### src/rtl/bp_train_sched_pkg.sv
// Shared types and helpers for the perceptron predictor scheduler.
//   bp_op_e      : datapath operation kind (predict / train)
//   state_e      : scheduler FSM states
//   res_entry_t  : resolution FIFO entry at the default widths
//   bp_hash      : perceptron index hash, addr[h+1:2] ^ ghist[h-1:0]
package bp_pkg;

  localparam int unsigned BP_ADDR_WID = 32;
  localparam int unsigned BP_HIST_LEN = 16;
  localparam int unsigned BP_HASH_LEN = 8;

  typedef enum logic {
    BP_OP_PRED  = 1'b0,
    BP_OP_TRAIN = 1'b1
  } bp_op_e;

  typedef enum logic [1:0] {
    IDLE       = 2'd0,
    PRED_WAIT  = 2'd1,
    TRAIN_WAIT = 2'd2
  } state_e;

  typedef struct packed {
    logic [BP_ADDR_WID-1:0] addr;
    logic                   taken;
    logic [BP_HIST_LEN-1:0] ghist;
  } res_entry_t;

  // Width-generic hash: callers zero-extend into 64 bits and truncate the
  // result to their own index width, so non-default parameters still work.
  function automatic logic [63:0] bp_hash(input logic [63:0] addr,
                                          input logic [63:0] ghist,
                                          input int unsigned hash_len);
    logic [63:0] mask;
    mask = (64'd1 << hash_len) - 64'd1;
    return ((addr >> 2) ^ ghist) & mask;
  endfunction

endpackage

### src/rtl/bp_train_sched_if.sv
// Bundle of the scheduler's request, response and datapath signals.
//   master : the environment (front end, back end and weight datapath)
//   slave  : the scheduler itself
interface bp_train_sched_if #(
  parameter int unsigned ADDR_WID           = 32,
  parameter int unsigned PERCEPTRON_HISTORY = 16,
  parameter int unsigned HASH_LENGTH        = 8
);
  logic                          pred_valid;
  logic                          pred_ready;
  logic [ADDR_WID-1:0]           pred_addr;
  logic                          pred_rsp_valid;
  logic                          pred_rsp_taken;
  logic [PERCEPTRON_HISTORY-1:0] pred_rsp_ghist;
  logic                          res_valid;
  logic                          res_ready;
  logic [ADDR_WID-1:0]           res_addr;
  logic                          res_taken;
  logic [PERCEPTRON_HISTORY-1:0] res_ghist;
  logic                          dp_op_valid;
  logic                          dp_op_train;
  logic [HASH_LENGTH-1:0]        dp_idx;
  logic [PERCEPTRON_HISTORY-1:0] dp_ghist;
  logic                          dp_taken;
  logic                          dp_done;
  logic                          dp_pred;

  modport master (
    output pred_valid, pred_addr, res_valid, res_addr, res_taken, res_ghist,
           dp_done, dp_pred,
    input  pred_ready, pred_rsp_valid, pred_rsp_taken, pred_rsp_ghist,
           res_ready, dp_op_valid, dp_op_train, dp_idx, dp_ghist, dp_taken
  );

  modport slave (
    input  pred_valid, pred_addr, res_valid, res_addr, res_taken, res_ghist,
           dp_done, dp_pred,
    output pred_ready, pred_rsp_valid, pred_rsp_taken, pred_rsp_ghist,
           res_ready, dp_op_valid, dp_op_train, dp_idx, dp_ghist, dp_taken
  );
endinterface

### src/rtl/bp_train_sched_res_fifo.sv
// Synchronous FIFO holding branch resolutions awaiting training.
//   push/din   : write when not full
//   pop/dout   : dout shows the head; pop advances when not empty
//   full/empty : occupancy flags
// Pointers carry one extra wrap bit to tell full from empty.
module bp_res_fifo #(
  parameter type         T     = bp_pkg::res_entry_t,
  parameter int unsigned DEPTH = 4
) (
  input  logic clk,
  input  logic rst_n,
  input  logic push,
  input  T     din,
  input  logic pop,
  output T     dout,
  output logic full,
  output logic empty
);
  localparam int unsigned AW = $clog2(DEPTH);
  localparam logic [AW:0] PTR_ONE = (AW + 1)'(1);

  logic [AW:0] wr_q, wr_d, rd_q, rd_d;
  T mem_q [DEPTH];
  T mem_d [DEPTH];

  always_comb begin
    mem_d = mem_q;
    wr_d  = wr_q;
    rd_d  = rd_q;
    if (push && !full) begin
      mem_d[wr_q[AW-1:0]] = din;
      wr_d = wr_q + PTR_ONE;
    end
    if (pop && !empty) rd_d = rd_q + PTR_ONE;
  end

  always_ff @(posedge clk or negedge rst_n) begin
    if (!rst_n) begin
      wr_q <= '0;
      rd_q <= '0;
    end else begin
      wr_q <= wr_d;
      rd_q <= rd_d;
    end
  end

  // Storage needs no reset: entries are only visible behind the pointers.
  always_ff @(posedge clk) mem_q <= mem_d;

  assign empty = (wr_q == rd_q);
  assign full  = (wr_q[AW-1:0] == rd_q[AW-1:0]) && (wr_q[AW] != rd_q[AW]);
  assign dout  = mem_q[rd_q[AW-1:0]];

endmodule

### src/rtl/bp_train_sched.sv
// Scheduler in front of the perceptron weight datapath. Serialises lookups
// and training updates onto the single table port, owns the GHR and the
// index hash, buffers resolutions and bounds lookup-over-train starvation.
//   clk, rst_n : clock, asynchronous active-low reset
//   bus        : lookup request/response, resolution request, datapath issue
module bp_train_sched
  import bp_pkg::*;
#(
  parameter int unsigned ADDR_WID           = 32,
  parameter int unsigned PERCEPTRON_HISTORY = 16,
  parameter int unsigned HASH_LENGTH        = 8,
  parameter int unsigned UPD_DEPTH          = 4,
  parameter int unsigned STARVE_MAX         = 7
) (
  input logic             clk,
  input logic             rst_n,
  bp_train_sched_if.slave bus
);
  localparam int unsigned SW = $clog2(STARVE_MAX + 1);
  localparam int unsigned PH = PERCEPTRON_HISTORY;

  typedef struct packed {
    logic [ADDR_WID-1:0] addr;
    logic                taken;
    logic [PH-1:0]       ghist;
  } entry_t;

  state_e        state_q, state_d;
  logic [PH-1:0] ghr_q, ghr_d;
  logic [PH-1:0] snap_q, snap_d;
  logic [SW-1:0] starve_q, starve_d;

  entry_t push_entry, head;
  logic   fifo_full, fifo_empty, fifo_push, fifo_pop;
  logic   issue_train, issue_pred, starve_hit;
  bp_op_e op;

  function automatic logic [HASH_LENGTH-1:0] index_of(input logic [ADDR_WID-1:0] addr,
                                                      input logic [PH-1:0]       ghist);
    return HASH_LENGTH'(bp_hash(64'(addr), 64'(ghist), HASH_LENGTH));
  endfunction

  assign push_entry = '{addr: bus.res_addr, taken: bus.res_taken, ghist: bus.res_ghist};

  bp_res_fifo #(
    .T     (entry_t),
    .DEPTH (UPD_DEPTH)
  ) u_res_fifo (
    .clk   (clk),
    .rst_n (rst_n),
    .push  (fifo_push),
    .din   (push_entry),
    .pop   (fifo_pop),
    .dout  (head),
    .full  (fifo_full),
    .empty (fifo_empty)
  );

  // Issue decision: training wins when the FIFO is full, the lookup stream
  // has used up its allowance, or there is simply no lookup waiting.
  always_comb begin
    starve_hit  = (starve_q == SW'(STARVE_MAX));
    issue_train = (state_q == IDLE) && !fifo_empty &&
                  (fifo_full || starve_hit || !bus.pred_valid);
    issue_pred  = (state_q == IDLE) && !issue_train && bus.pred_valid;
    op          = issue_train ? BP_OP_TRAIN : BP_OP_PRED;
    fifo_push   = bus.res_valid && !fifo_full;
    fifo_pop    = issue_train;
  end

  always_comb begin
    state_d  = state_q;
    ghr_d    = ghr_q;
    snap_d   = snap_q;
    starve_d = starve_q;
    unique case (state_q)
      IDLE: begin
        if (issue_train) begin
          ghr_d    = {ghr_q[PH-2:0], head.taken};
          starve_d = '0;
          state_d  = TRAIN_WAIT;
        end else if (issue_pred) begin
          snap_d   = ghr_q;
          // Only lookups that bypass a waiting resolution count towards starvation.
          if (fifo_empty)      starve_d = '0;
          else if (!starve_hit) starve_d = starve_q + SW'(1);
          state_d  = PRED_WAIT;
        end
      end
      PRED_WAIT, TRAIN_WAIT: if (bus.dp_done) state_d = IDLE;
      default: state_d = IDLE;
    endcase
  end

  always_comb begin
    bus.pred_ready     = issue_pred;
    bus.res_ready      = !fifo_full;
    bus.dp_op_valid    = issue_train | issue_pred;
    bus.dp_op_train    = (issue_train | issue_pred) && (op == BP_OP_TRAIN);
    bus.dp_idx         = '0;
    bus.dp_ghist       = '0;
    bus.dp_taken       = 1'b0;
    if (issue_train) begin
      bus.dp_idx   = index_of(head.addr, head.ghist);
      bus.dp_ghist = head.ghist;
      bus.dp_taken = head.taken;
    end else if (issue_pred) begin
      bus.dp_idx   = index_of(bus.pred_addr, ghr_q);
      bus.dp_ghist = ghr_q;
    end
    bus.pred_rsp_valid = (state_q == PRED_WAIT) && bus.dp_done;
    bus.pred_rsp_taken = bus.pred_rsp_valid && bus.dp_pred;
    bus.pred_rsp_ghist = bus.pred_rsp_valid ? snap_q : '0;
  end

  always_ff @(posedge clk or negedge rst_n) begin
    if (!rst_n) begin
      state_q  <= IDLE;
      ghr_q    <= '0;
      snap_q   <= '0;
      starve_q <= '0;
    end else begin
      state_q  <= state_d;
      ghr_q    <= ghr_d;
      snap_q   <= snap_d;
      starve_q <= starve_d;
    end
  end

  // A completion with nothing outstanding indicates a datapath protocol error.
  a_no_done_in_idle: assert property (@(posedge clk) disable iff (!rst_n)
                                      !(state_q == IDLE && bus.dp_done));

endmodule

### src/flat_wrapper.sv
// flat-port wrapper written by rule: the top's interface ports become plain ports
module bp_train_sched_flat import bp_pkg::*;
#(
  parameter int unsigned ADDR_WID           = 32,
  parameter int unsigned PERCEPTRON_HISTORY = 16,
  parameter int unsigned HASH_LENGTH        = 8,
  parameter int unsigned UPD_DEPTH          = 4,
  parameter int unsigned STARVE_MAX         = 7
)
  (clk, rst_n, bus_pred_valid, bus_pred_addr, bus_res_valid, bus_res_addr, bus_res_taken, bus_res_ghist, bus_dp_done, bus_dp_pred, bus_pred_ready, bus_pred_rsp_valid, bus_pred_rsp_taken, bus_pred_rsp_ghist, bus_res_ready, bus_dp_op_valid, bus_dp_op_train, bus_dp_idx, bus_dp_ghist, bus_dp_taken);
  bp_train_sched_if #(.ADDR_WID(ADDR_WID), .PERCEPTRON_HISTORY(PERCEPTRON_HISTORY), .HASH_LENGTH(HASH_LENGTH)) bus_i ();
  input logic clk;
  input logic rst_n;
  input wire logic [$bits(bus_i.pred_valid)-1:0] bus_pred_valid;
  input wire logic [$bits(bus_i.pred_addr)-1:0] bus_pred_addr;
  input wire logic [$bits(bus_i.res_valid)-1:0] bus_res_valid;
  input wire logic [$bits(bus_i.res_addr)-1:0] bus_res_addr;
  input wire logic [$bits(bus_i.res_taken)-1:0] bus_res_taken;
  input wire logic [$bits(bus_i.res_ghist)-1:0] bus_res_ghist;
  input wire logic [$bits(bus_i.dp_done)-1:0] bus_dp_done;
  input wire logic [$bits(bus_i.dp_pred)-1:0] bus_dp_pred;
  output wire logic [$bits(bus_i.pred_ready)-1:0] bus_pred_ready;
  output wire logic [$bits(bus_i.pred_rsp_valid)-1:0] bus_pred_rsp_valid;
  output wire logic [$bits(bus_i.pred_rsp_taken)-1:0] bus_pred_rsp_taken;
  output wire logic [$bits(bus_i.pred_rsp_ghist)-1:0] bus_pred_rsp_ghist;
  output wire logic [$bits(bus_i.res_ready)-1:0] bus_res_ready;
  output wire logic [$bits(bus_i.dp_op_valid)-1:0] bus_dp_op_valid;
  output wire logic [$bits(bus_i.dp_op_train)-1:0] bus_dp_op_train;
  output wire logic [$bits(bus_i.dp_idx)-1:0] bus_dp_idx;
  output wire logic [$bits(bus_i.dp_ghist)-1:0] bus_dp_ghist;
  output wire logic [$bits(bus_i.dp_taken)-1:0] bus_dp_taken;
  assign bus_i.pred_valid = bus_pred_valid;
  assign bus_i.pred_addr = bus_pred_addr;
  assign bus_i.res_valid = bus_res_valid;
  assign bus_i.res_addr = bus_res_addr;
  assign bus_i.res_taken = bus_res_taken;
  assign bus_i.res_ghist = bus_res_ghist;
  assign bus_i.dp_done = bus_dp_done;
  assign bus_i.dp_pred = bus_dp_pred;
  assign bus_pred_ready = bus_i.pred_ready;
  assign bus_pred_rsp_valid = bus_i.pred_rsp_valid;
  assign bus_pred_rsp_taken = bus_i.pred_rsp_taken;
  assign bus_pred_rsp_ghist = bus_i.pred_rsp_ghist;
  assign bus_res_ready = bus_i.res_ready;
  assign bus_dp_op_valid = bus_i.dp_op_valid;
  assign bus_dp_op_train = bus_i.dp_op_train;
  assign bus_dp_idx = bus_i.dp_idx;
  assign bus_dp_ghist = bus_i.dp_ghist;
  assign bus_dp_taken = bus_i.dp_taken;
  bp_train_sched #(.ADDR_WID(ADDR_WID), .PERCEPTRON_HISTORY(PERCEPTRON_HISTORY), .HASH_LENGTH(HASH_LENGTH), .UPD_DEPTH(UPD_DEPTH), .STARVE_MAX(STARVE_MAX)) u_core (.clk(clk), .rst_n(rst_n), .bus(bus_i));
endmodule
### config.mk
export PLATFORM = sky130hd
export DESIGN_NAME = bp_train_sched_flat
export DESIGN_NICKNAME = d
export VERILOG_FILES = /design/src/rtl/bp_train_sched_pkg.sv /design/src/rtl/bp_train_sched_if.sv /design/src/rtl/bp_train_sched_res_fifo.sv /design/src/rtl/bp_train_sched.sv /design/src/flat_wrapper.sv
export SDC_FILE = /design/constraint.sdc
export NUM_CORES = 1
export LEC_CHECK = 0
export CELL_PAD_IN_SITES_DETAIL_PLACEMENT = 0
export CELL_PAD_IN_SITES_GLOBAL_PLACEMENT = 1
export CORE_ASPECT_RATIO = 0.8
export CORE_MARGIN = 10
export CORE_UTILIZATION = 38
export DETAILED_ROUTE_END_ITERATION = 7
export GPL_TIMING_DRIVEN = 0
export HOLD_SLACK_MARGIN = 0.06
export PLACE_DENSITY = 0.8
export SLEW_MARGIN = 30
export SYNTH_ARGS = -nofsm -noshare
export SYNTH_HDL_FRONTEND = slang
export SYNTH_SLANG_ARGS = --single-unit
### constraint.sdc
create_clock -name clk -period 2 [get_ports clk]
set_clock_uncertainty 0.1 [all_clocks]
set_input_delay 0.2 -clock clk [delete_from_list [all_inputs] [get_ports clk]]
set_output_delay 0.2 -clock clk [all_outputs]
set_load 0.05 [all_outputs]
After elaboration in Yosys (flattened, before gate mapping)
Index checks and enable logic that the tools add are counted.
- bits in registers: 239
- input bits: 87
- output and inout bits: 47
- $add $sub $neg: 3
- $lt $le $gt $ge: 3
- eq/ne operators: 9
- mux-type cells: 21
- bitwise gates (word level): 6
- reduce and logical (&&, ||, !) cells: 25
- operator list (kind ; count):
    $bwmux 196 ; 1
    $bmux 49 s2 ; 1
    $demux 49 s2 ; 1
    $mux 27 ; 2
    $mux 49 ; 1
    $mux 16 ; 3
    $mux 8 ; 2
    $xor 8x8->8 ; 2
    $logic_and 1x1->1 ; 12
    $mux 3 ; 4
    $add 3x1->3 const B ; 3
    $ge 3x3->1 const B ; 2
    $mux 2 ; 3
    $ne 3x1->1 const B ; 2
    $not 2->3 ; 2
    $reduce_and 3->1 ; 2
    $logic_not 1->1 ; 4
    $pmux 2 s2 ; 1
    $reduce_and 2->1 ; 2
    $eq 3x3->1 ; 1
    $eq 3x3->1 const B ; 1
    $lt 3x1->1 const B ; 1
    $eq 2x1->1 const B ; 1
    $eq 2x2->1 ; 1
    other kinds (10) ; 12

Depth between registers and ports, before layout
Gate-level depths: netlist of the first run.
- word-level depth: 11
- gate-level depth with buffers: 8
- gate-level depth less buffers: 7

Hierarchy
From an unflattened synthesis of the first run, not the netlist that was laid out.
- cell total of the unflattened synthesis: 472
- area total of the unflattened synthesis: 9624.2 µm²
- by module, submodules not included (module ; instances ; cells an instance ; area each (µm²) ; seq. area each (µm²)):
    bp_res_fifo ; 1 ; 307 ; 7567.3 ; 6035.8
    bp_train_sched ; 1 ; 165 ; 2057.0 ; 925.9

Worst setup path after synthesis of the first run
OpenSTA, ideal clock, no wires.
- kind: reg2out
- start: reg u_core.u_res_fifo.rd_q[0]
- end: out bus_dp_idx[6]
- arrival: 2174 ps
- required time: 1700 ps
- setup slack: -474 ps
- stages on the path, launching flop included: 6
- path through: dfrtp_1 > buf_6 > buf_4 > mux4_2 > xnor2_1 > o22ai_1
- cells in the longest elaborated chain, start to end: 10
- elaborated cells between the ends (all ways): 18
- those cells by class: eq/ne: 2; mux: 5; bitwise: 2; reduce/logical: 9
- ends and longest elaborated chain (item ; RTL line ; RTL):
    start, declared ; bp_train_sched_res_fifo.sv:22 ; logic [AW:0] wr_q, wr_d, rd_q, rd_d;
    start signal, assigned ; bp_train_sched_res_fifo.sv:43 ; rd_q <= rd_d;
    $eq 2x2->1 ; bp_train_sched_res_fifo.sv:51 ; assign full = (wr_q[AW-1:0] == rd_q[AW-1:0]) && (wr_q[AW] != rd_q[AW]);
    $logic_and 1x1->1 ; bp_train_sched_res_fifo.sv:51 ;
    $logic_or 1x1->1 (2 in a row) ; bp_train_sched.sv:64 ; (fifo_full || starve_hit || !bus.pred_valid);
    $logic_and 1x1->1 ; bp_train_sched.sv:63 ; issue_train = (state_q == IDLE) && !fifo_empty &&
    $logic_not 1->1 ; bp_train_sched.sv:65 ; issue_pred = (state_q == IDLE) && !issue_train && bus.pred_valid;
    $logic_and 1x1->1 (2 in a row) ; bp_train_sched.sv:65 ;
    $mux 8 ; bp_train_sched.sv:107 ; end else if (issue_pred) begin
    $mux 8 (*) ; bp_train_sched.sv:103 ; if (issue_train) begin
    end, declared ; flat_wrapper.sv:29 ; output wire logic [$bits(bus_i.dp_idx)-1:0] bus_dp_idx;
Mark *: on every way between the ends. The rest lies on a longest branch, timed or not. The select of a mux whose other input is x is not followed.

Worst setup path after layout of the first run
- start: reg u_core.u_res_fifo.rd_q[0]
- end: out bus_dp_ghist[0]
- cells in the longest elaborated chain, start to end: 10
- elaborated cells between the ends (all ways): 17
- those cells by class: eq/ne: 2; mux: 5; bitwise: 1; reduce/logical: 9
- ends and longest elaborated chain (item ; RTL line ; RTL):
    $eq 2x2->1 ; bp_train_sched_res_fifo.sv:51 ;
    $logic_and 1x1->1 ; bp_train_sched_res_fifo.sv:51 ;
    $logic_or 1x1->1 (2 in a row) ; bp_train_sched.sv:64 ;
    $logic_and 1x1->1 ; bp_train_sched.sv:63 ;
    $logic_not 1->1 ; bp_train_sched.sv:65 ;
    $logic_and 1x1->1 (2 in a row) ; bp_train_sched.sv:65 ;
    $mux 16 ; bp_train_sched.sv:107 ;
    $mux 16 (*) ; bp_train_sched.sv:103 ;
    end, declared ; flat_wrapper.sv:30 ; output wire logic [$bits(bus_i.dp_ghist)-1:0] bus_dp_ghist;
Marked as above.

==> results of run 1 <==
==> worst max path at each step <==
stage / slack, ps / cells past startpoint / to
after floorplan: -100 / 7 / bus_dp_ghist[14]
after global routing: -650 / 10 / bus_dp_ghist[0]
after global placement: -1020 / 6 / bus_dp_idx[1]
final: -600 / 10 / bus_dp_ghist[0]
after detailed placement: -1060 / 6 / bus_dp_idx[1]
after CTS: -590 / 6 / bus_dp_idx[7]
==> cell usage after synthesis, types with 2 or more instances <==
cell type / n / area share, %
and3_1: 18 / 1.8
mux4_2: 25 / 9.2
and2_1: 6 / 0.62
xor2_1: 2 / 0.29
a22o_1: 16 / 2.3
nand2_1: 2 / 0.12
dfrtp_1: 43 / 18
buf_2: 4 / 0.33
edfxtp_1: 100 / 49
nand3_1: 2 / 0.16
ha_1: 9 / 1.8
mux2_4: 18 / 4.4
nor2b_1: 2 / 0.21
xnor2_1: 22 / 3.2
xor2_2: 2 / 0.53
buf_6: 6 / 1.1
inv_1: 5 / 0.31
o22ai_1: 10 / 1.0
clkbuf_1: 5 / 0.31
mux2_2: 13 / 2.4
a32o_1: 2 / 0.33
mux2_1: 2 / 0.37
==> routing by layer <==
metal	wire length, µm	share of wire (%)
met5	21	0.13
met4	389	2.5
met3	1010	6.5
met2	8150	52
met1	6020	39
==> cell families after synthesis <==
family / count (synthesis) / synth area share (%)
multiplexers: 58 / 16.5
AO/OA/AOI/OAI: 35 / 4.83
buffers and inverters: 23 / 2.34
AND/OR/NAND/NOR: 35 / 3.57
flip-flops: 143 / 67.0
adder cells (fa/ha/maj): 9 / 1.85
XOR/XNOR: 26 / 3.99
==> registers in the layout, indices dropped and copies added (netlist names) <==
name and flops:
u_core.u_res_fifo.wr_q 3, u_core.state_q 2, u_core.ghr_q 16, u_core.u_res_fifo.rd_q 3, u_core.snap_q 16, u_core.starve_q 3, u_core.u_res_fifo.mem_q 100
==> repair_timing <==
| item | 4_1_cts | 5_1_grt |
|---|---|---|
| hold buffers | 1 | 0 |
| endpoints found under the hold margin | 43 | 0 |
| gates resized for setup | 381 | 37 |
| cloned | 7 | 2 |
| pin swaps | 22 | 10 |
| setup endpoints to repair | 176 | 73 |
| setup buffers | 20 | 15 |
==> stage by stage <==
stage | hold slack, ps | cell area [µm²] | setup TNS, ps
after CTS | 160 | 8770 | -13900
after global placement | 392 | 7440 | -70820
after global routing | 198 | 9030 | -20420
after detailed placement | 39.0 | 7450 | -57460
after floorplan | -196 | 6320 | -1480
final | 157 | 9030 | -17290
==> final cells by class <==
| class | count | area share [%] |
|---|---|---|
| diodes | 1 | 0.0277 |
| flip-flops and latches | 143 | 45.2 |
| clock buffers | 17 | 4.71 |
| repair buffers | 124 | 15.9 |
| multi-input cells | 167 | 26.4 |
| plain buffers | 15 | 2.56 |
| clock inverters | 15 | 1.77 |
| inverters | 7 | 0.485 |
| well taps | 215 | 2.98 |
==> worst register-to-register path: cells and delay by family, from the launching register on <==
| family | cells | cell delay [ps] |
|---|---|---|
| buffers and inverters | 5 | 750 |
| xor gates and xnor gates | 1 | 190 |
| muxes | 1 | 290 |
| AOI/OAI and AO/OA | 2 | 270 |
| DFF | 1 | 410 |
==> results.sh, run 1 <==
export IMPL_ys_flop_type="edfxtp_1"
export IMPL_tightestPinTransition_ps=394
export IMPL_multiInputGateArea_mm2=0.00238
export IMPL_gp_congestion=0.750
export IMPL_hold_viol_final=0
export IMPL_die_w_um=162
export IMPL_initial_core_util_pct=38.7
export IMPL_htreeDepth=4
export IMPL_cp_max_fo=10
export IMPL_die_area_mm2=0.0215
export IMPL_crit_family="buffers and inverters"
export IMPL_violations="negative setup slack"
export IMPL_rsz0062_at_grt="true"
export IMPL_dp_cells=630
export IMPL_final_util_pct=57.3
export IMPL_critPathBufInv=6
export IMPL_finalWorstSetupSlack_ps=-595
export IMPL_cts_root_buf="clkbuf_16"
export IMPL_final_cell_mix="100 x edfxtp_1, 41 x dfrtp_1, 37 x clkdlybuf4s50_1, 25 x mux4_2, 23 x buf_6"
export IMPL_instances_no_fill=704
export IMPL_synth_area_per_cell_um2=18.5
export IMPL_synthArstFlopShare_pct=30.1
export IMPL_ys_seq_area_share_pct=67.0
export IMPL_cts_inserted_buffers=17
export IMPL_die_y_um=133
export IMPL_crit_start="u_core.u_res_fifo.rd_q[0]$_DFFE_PN0P_"
export IMPL_wl_per_cell_um=22.1
export IMPL_r2r_slack_ps=-110
export IMPL_r2r_start="u_core.u_res_fifo.rd_q[0]$_DFFE_PN0P_"
export IMPL_clk_pin_slew_worst_paths_ps=60
export IMPL_synth_cell_types=37
export IMPL_drt_pass1_iterations=4
export IMPL_yosys_warnings=0
export IMPL_drv_cap=0
export IMPL_use_met1_pct=16.0
export IMPL_drc=0
export IMPL_max_stage_delay_ps=410
export IMPL_r2r_end="u_core.snap_q[7]$_DFFE_PN0P_"
export IMPL_wirelength_um=15600
export IMPL_coreArea_mm2=0.0157
export IMPL_portBuffers=85
export IMPL_grt_met2_usage_pct=24.4
export IMPL_min_path_type="input pin to asynchronous set/reset pin"
export IMPL_drt_iter0_drc=186
export IMPL_syn_num_nets=425
export IMPL_vias_per_cell=5.11
export IMPL_grt_usage_pct=14.2
export IMPL_grt_overflow_total=0
export IMPL_hpwl_um=9390
export IMPL_seq_area_mm2=0.00408
export IMPL_maxSlewHeadroom_pct=73.8
export IMPL_r2r_worst_path_cells=9
export IMPL_cp_data_required_time_ps=1700
export IMPL_clkSinkCount=143
export IMPL_clock_latency_ps=420
export IMPL_critPathSlowestCell="dfrtp_1"
export IMPL_ios=134
export IMPL_critPathLaunchType="register"
export IMPL_layout_min_cycle_time_ps=2600
export IMPL_met3_usage_pct=4.34
export IMPL_fillCellCount=1150
export IMPL_worstPathCellList="buf_12 > xnor2_4 > buf_4 > nand3_4 > nand3_4 > buf_12 > clkinv_8 > buf_8 > a22o_4 > buf_8"
export IMPL_setup_violations=59
export IMPL_rows=41
export IMPL_cts_tree="yes"
export IMPL_vias=3599
export IMPL_grt_pass1_vias=3883
export IMPL_grt_busiest_layer="met2"
export IMPL_antenna_found_initial=2
export IMPL_syn_to_final_growth_pct=48.2
export IMPL_final_common_cell="edfxtp_1"
export IMPL_crit_type="register to output port"
export IMPL_fmax_mhz=385
export IMPL_ys_ff_latch=143
export IMPL_crit_arrival_ps=2300
export IMPL_syn_area_mm2=0.00609
export IMPL_fin_nets=571
export IMPL_pre_cts_slack_ps=-1060
export IMPL_fin_crit_sh_pct=130
export IMPL_cts_buffer_depth=2
export IMPL_synth_edff_count=100
export IMPL_drive_gt1_share_pct=51.6
export IMPL_grt_pass1_wl_um=22900
export IMPL_synthCells=329
export IMPL_status="complete, but fails checks"
export IMPL_cp_end_kind="output port"
export IMPL_grt_max_degree=30
export IMPL_ant_nets=0
export IMPL_slew_violations=0
Power of run 1 is not shown: default switching activity piles up to over one toggle a cycle in this logic, so the estimate is an artifact.
==> inputs of run 2 (changes only) <==
--- a/config.mk
+++ b/config.mk
@@ -8,7 +8,7 @@
 export CELL_PAD_IN_SITES_DETAIL_PLACEMENT = 0
 export CELL_PAD_IN_SITES_GLOBAL_PLACEMENT = 1
 export CORE_ASPECT_RATIO = 0.8
-export CORE_MARGIN = 10
+export CORE_MARGIN = 3
 export CORE_UTILIZATION = 38
 export DETAILED_ROUTE_END_ITERATION = 7
 export GPL_TIMING_DRIVEN = 0
==> run 2 against run 1 <==
  * The run still ends with negative setup slack left
  * Count of clock-buffer cells in the layout is 1 higher
  * Worst hold slack better by 14 ps
  * Worst setup slack better by 42 ps
  * Global-route usage is 2.8 points higher
  * Utilization shrank 0.29 points
  * Maximum frequency up 1.7%
  * Die area decreased by 18%
  * Critical path type unchanged
  * Critical endpoint is now bus_dp_idx[7]
  * Highest routed layer is now met4
==> results.sh, run 2 (synthesis gave the netlist of run 1 again) <==
export IMPL_crit_family="multiplexers"
export IMPL_place_area_mm2=0.00745
export IMPL_grt_max_degree=26
export IMPL_cp_data_required_time_ps=1700
export IMPL_crit_top_cell="buf_12"
export IMPL_reg_top3="u_core.u_res_fifo.mem_q: 100 flops, u_core.ghr_q: 16 flops, u_core.snap_q: 16 flops"
export IMPL_drive_gt1_share_pct=50.1
export IMPL_hpwl_um=8840
export IMPL_top_register="u_core.u_res_fifo.mem_q"
export IMPL_grt_pass1_wl_um=22000
export IMPL_drv_cap=0
export IMPL_fillCellCount=1161
export IMPL_ios=134
export IMPL_syn_to_final_growth_pct=43.9
export IMPL_fmax_mhz=392
export IMPL_slew_violations=0
export IMPL_grt_usage_pct=17.0
export IMPL_final_cell_mix="100 x edfxtp_1, 41 x dfrtp_1, 37 x clkdlybuf4s50_1, 25 x mux4_2, 22 x buf_4"
export IMPL_drt_iter0_drc=165
export IMPL_gp_congestion=0.774
export IMPL_routed_wl_met2_um=7150
export IMPL_die_area_mm2=0.0176
export IMPL_drc=0
export IMPL_largest_reg_flops=100
export IMPL_crit_arrival_ps=2250
export IMPL_wl_per_cell_um=20.8
export IMPL_vias=3479
export IMPL_grt_pass1_vias=3739
export IMPL_cts_root_buf="clkbuf_16"
export IMPL_rsz0062_at_grt="true"
export IMPL_portBuffers=85
export IMPL_initial_core_util_pct=39.6
export IMPL_crit_type="register to output port"
export IMPL_clock_latency_ps=420
export IMPL_met3_wirelength_um=786
export IMPL_antenna_found_initial=0
export IMPL_dp_cells=625
export IMPL_maxSlewHeadroom_pct=67.8
export IMPL_clk_pin_slew_worst_paths_ps=60
export IMPL_cts_inserted_buffers=17
export IMPL_cts_tree="yes"
export IMPL_hold_viol_final=0
export IMPL_highest_layer="met4"
export IMPL_grt_overflow_total=0
export IMPL_layout_min_cycle_time_ps=2550
export IMPL_max_stage_delay_ps=560
export IMPL_vias_per_cell=5.06
export IMPL_violations="negative setup slack"
export IMPL_cts_buffer_depth=2
export IMPL_die_y_um=119
export IMPL_fin_nets=560
export IMPL_critPathBufInv=3
export IMPL_wirelength_um=14300
export IMPL_htreeDepth=4
export IMPL_ant_nets=0
export IMPL_cp_end_kind="output port"
export IMPL_die_w_um=148
export IMPL_wl_met1_um=6150
export IMPL_tightestPinTransition_ps=483
export IMPL_worstPathCellList="buf_12 > buf_12 > mux4_2 > xnor2_2 > o22ai_4 > buf_6"
export IMPL_instances_no_fill=687
export IMPL_critPathSlowestCell="mux4_2"
export IMPL_setup_violations=43
export IMPL_antenna_cells=0
export IMPL_final_common_cell="edfxtp_1"
export IMPL_min_path_type="input pin to asynchronous set/reset pin"
export IMPL_post_route_cell_area_mm2=0.00876
export IMPL_clkSinkCount=143
export IMPL_finalWorstSetupSlack_ps=-553
export IMPL_coreArea_mm2=0.0154
export IMPL_final_util_pct=57.0
export IMPL_fin_crit_sh_pct=128
export IMPL_drt_pass1_iterations=4
export IMPL_rows=40
export IMPL_cp_max_fo=9
export IMPL_status="complete, but fails checks"
export IMPL_critPathLaunchType="register"
run 2: cell count changes in the layout (fill, tap and decap cells not counted), sizes merged:
cell           change
buf               -10
bufinv             -2
clkbuf             -1
clkdlybuf4s15      +1
clkinv             -1
diode              -1
inv                +2
run 2: final timing paths:
| check | from | end | slack (ps) | cells after the start |
|---|---|---|---|---|
| max | u_core.u_res_fifo.rd_q[0]$_DFFE_PN0P_ | bus_dp_idx[7] | -550 | 6 |
| min | rst_n | u_core.ghr_q[4]$_DFFE_PN0P_ | 170 | 2 |
| max reg2reg | u_core.u_res_fifo.rd_q[0]$_DFFE_PN0P_ | u_core.u_res_fifo.rd_q[1]$_DFFE_PN0P_ | -130 | 9 |
| min reg2reg | u_core.snap_q[1]$_DFFE_PN0P_ | u_core.snap_q[1]$_DFFE_PN0P_ | 400 | 1 |
| max in group asynchronous | rst_n | u_core.snap_q[8]$_DFFE_PN0P_ | 1140 | 3 |
| min in group clk | bus_res_ghist[7] | u_core.u_res_fifo.mem_q[56]$_DFFE_PP_ | 300 | 1 |
run 2: worst reg2reg max path, stage by stage (launching register included):
cell	delay, ps
dfrtp_1	410
buf_12	170
xor2_4	180
o211ai_4	230
nand3_4	120
buf_12	170
inv_16	90
clkbuf_16	140
buf_4	100
mux2_1	310
run 2: final cells by class:
type                    count  area (µm²)  share of cell area (%)
inverters                   7        45.0                   0.514
plain buffers              15         220                    2.51
clock inverters            14         110                    1.26
clock buffers              18         429                    4.90
multi-input cells         167        2310                    26.4
repair buffers            113        1300                    14.9
flip-flops and latches    143        4080                    46.6
well taps                 210         263                    3.00
run 2: layer usage:
| layer | up-vias | global-route usage, % |
|---|---|---|
| met3 | 16 | 5.71 |
| met5 | - | 0 |
| met2 | 83 | 27.2 |
| li1 | 1591 | - |
| met1 | 1789 | 21.8 |
| met4 | 0 | 6.00 |
run 2: stage by stage:
step	setup WS (ps)	setup TNS (ps)	hold slack [ps]
2_1_floorplan	-101	-1480	-196
3_3_place_gp	-1020	-71390	391
3_5_place_dp	-1060	-57100	82.1
4_1_cts	-600	-15050	175
5_1_grt	-631	-19310	211
6_report	-553	-14030	171
run 2: what timing repair did:
action / CTS / global route
pin swaps: 9 / 4
cloned: 6 / 2
hold buffers: 1 / 0
endpoints found under the setup margin: 176 / 180
endpoints found under the hold margin: 43 / 0
gates resized for setup: 345 / 41
buffers inserted: 21 / 1
Power of run 2 is left out for the same reason.
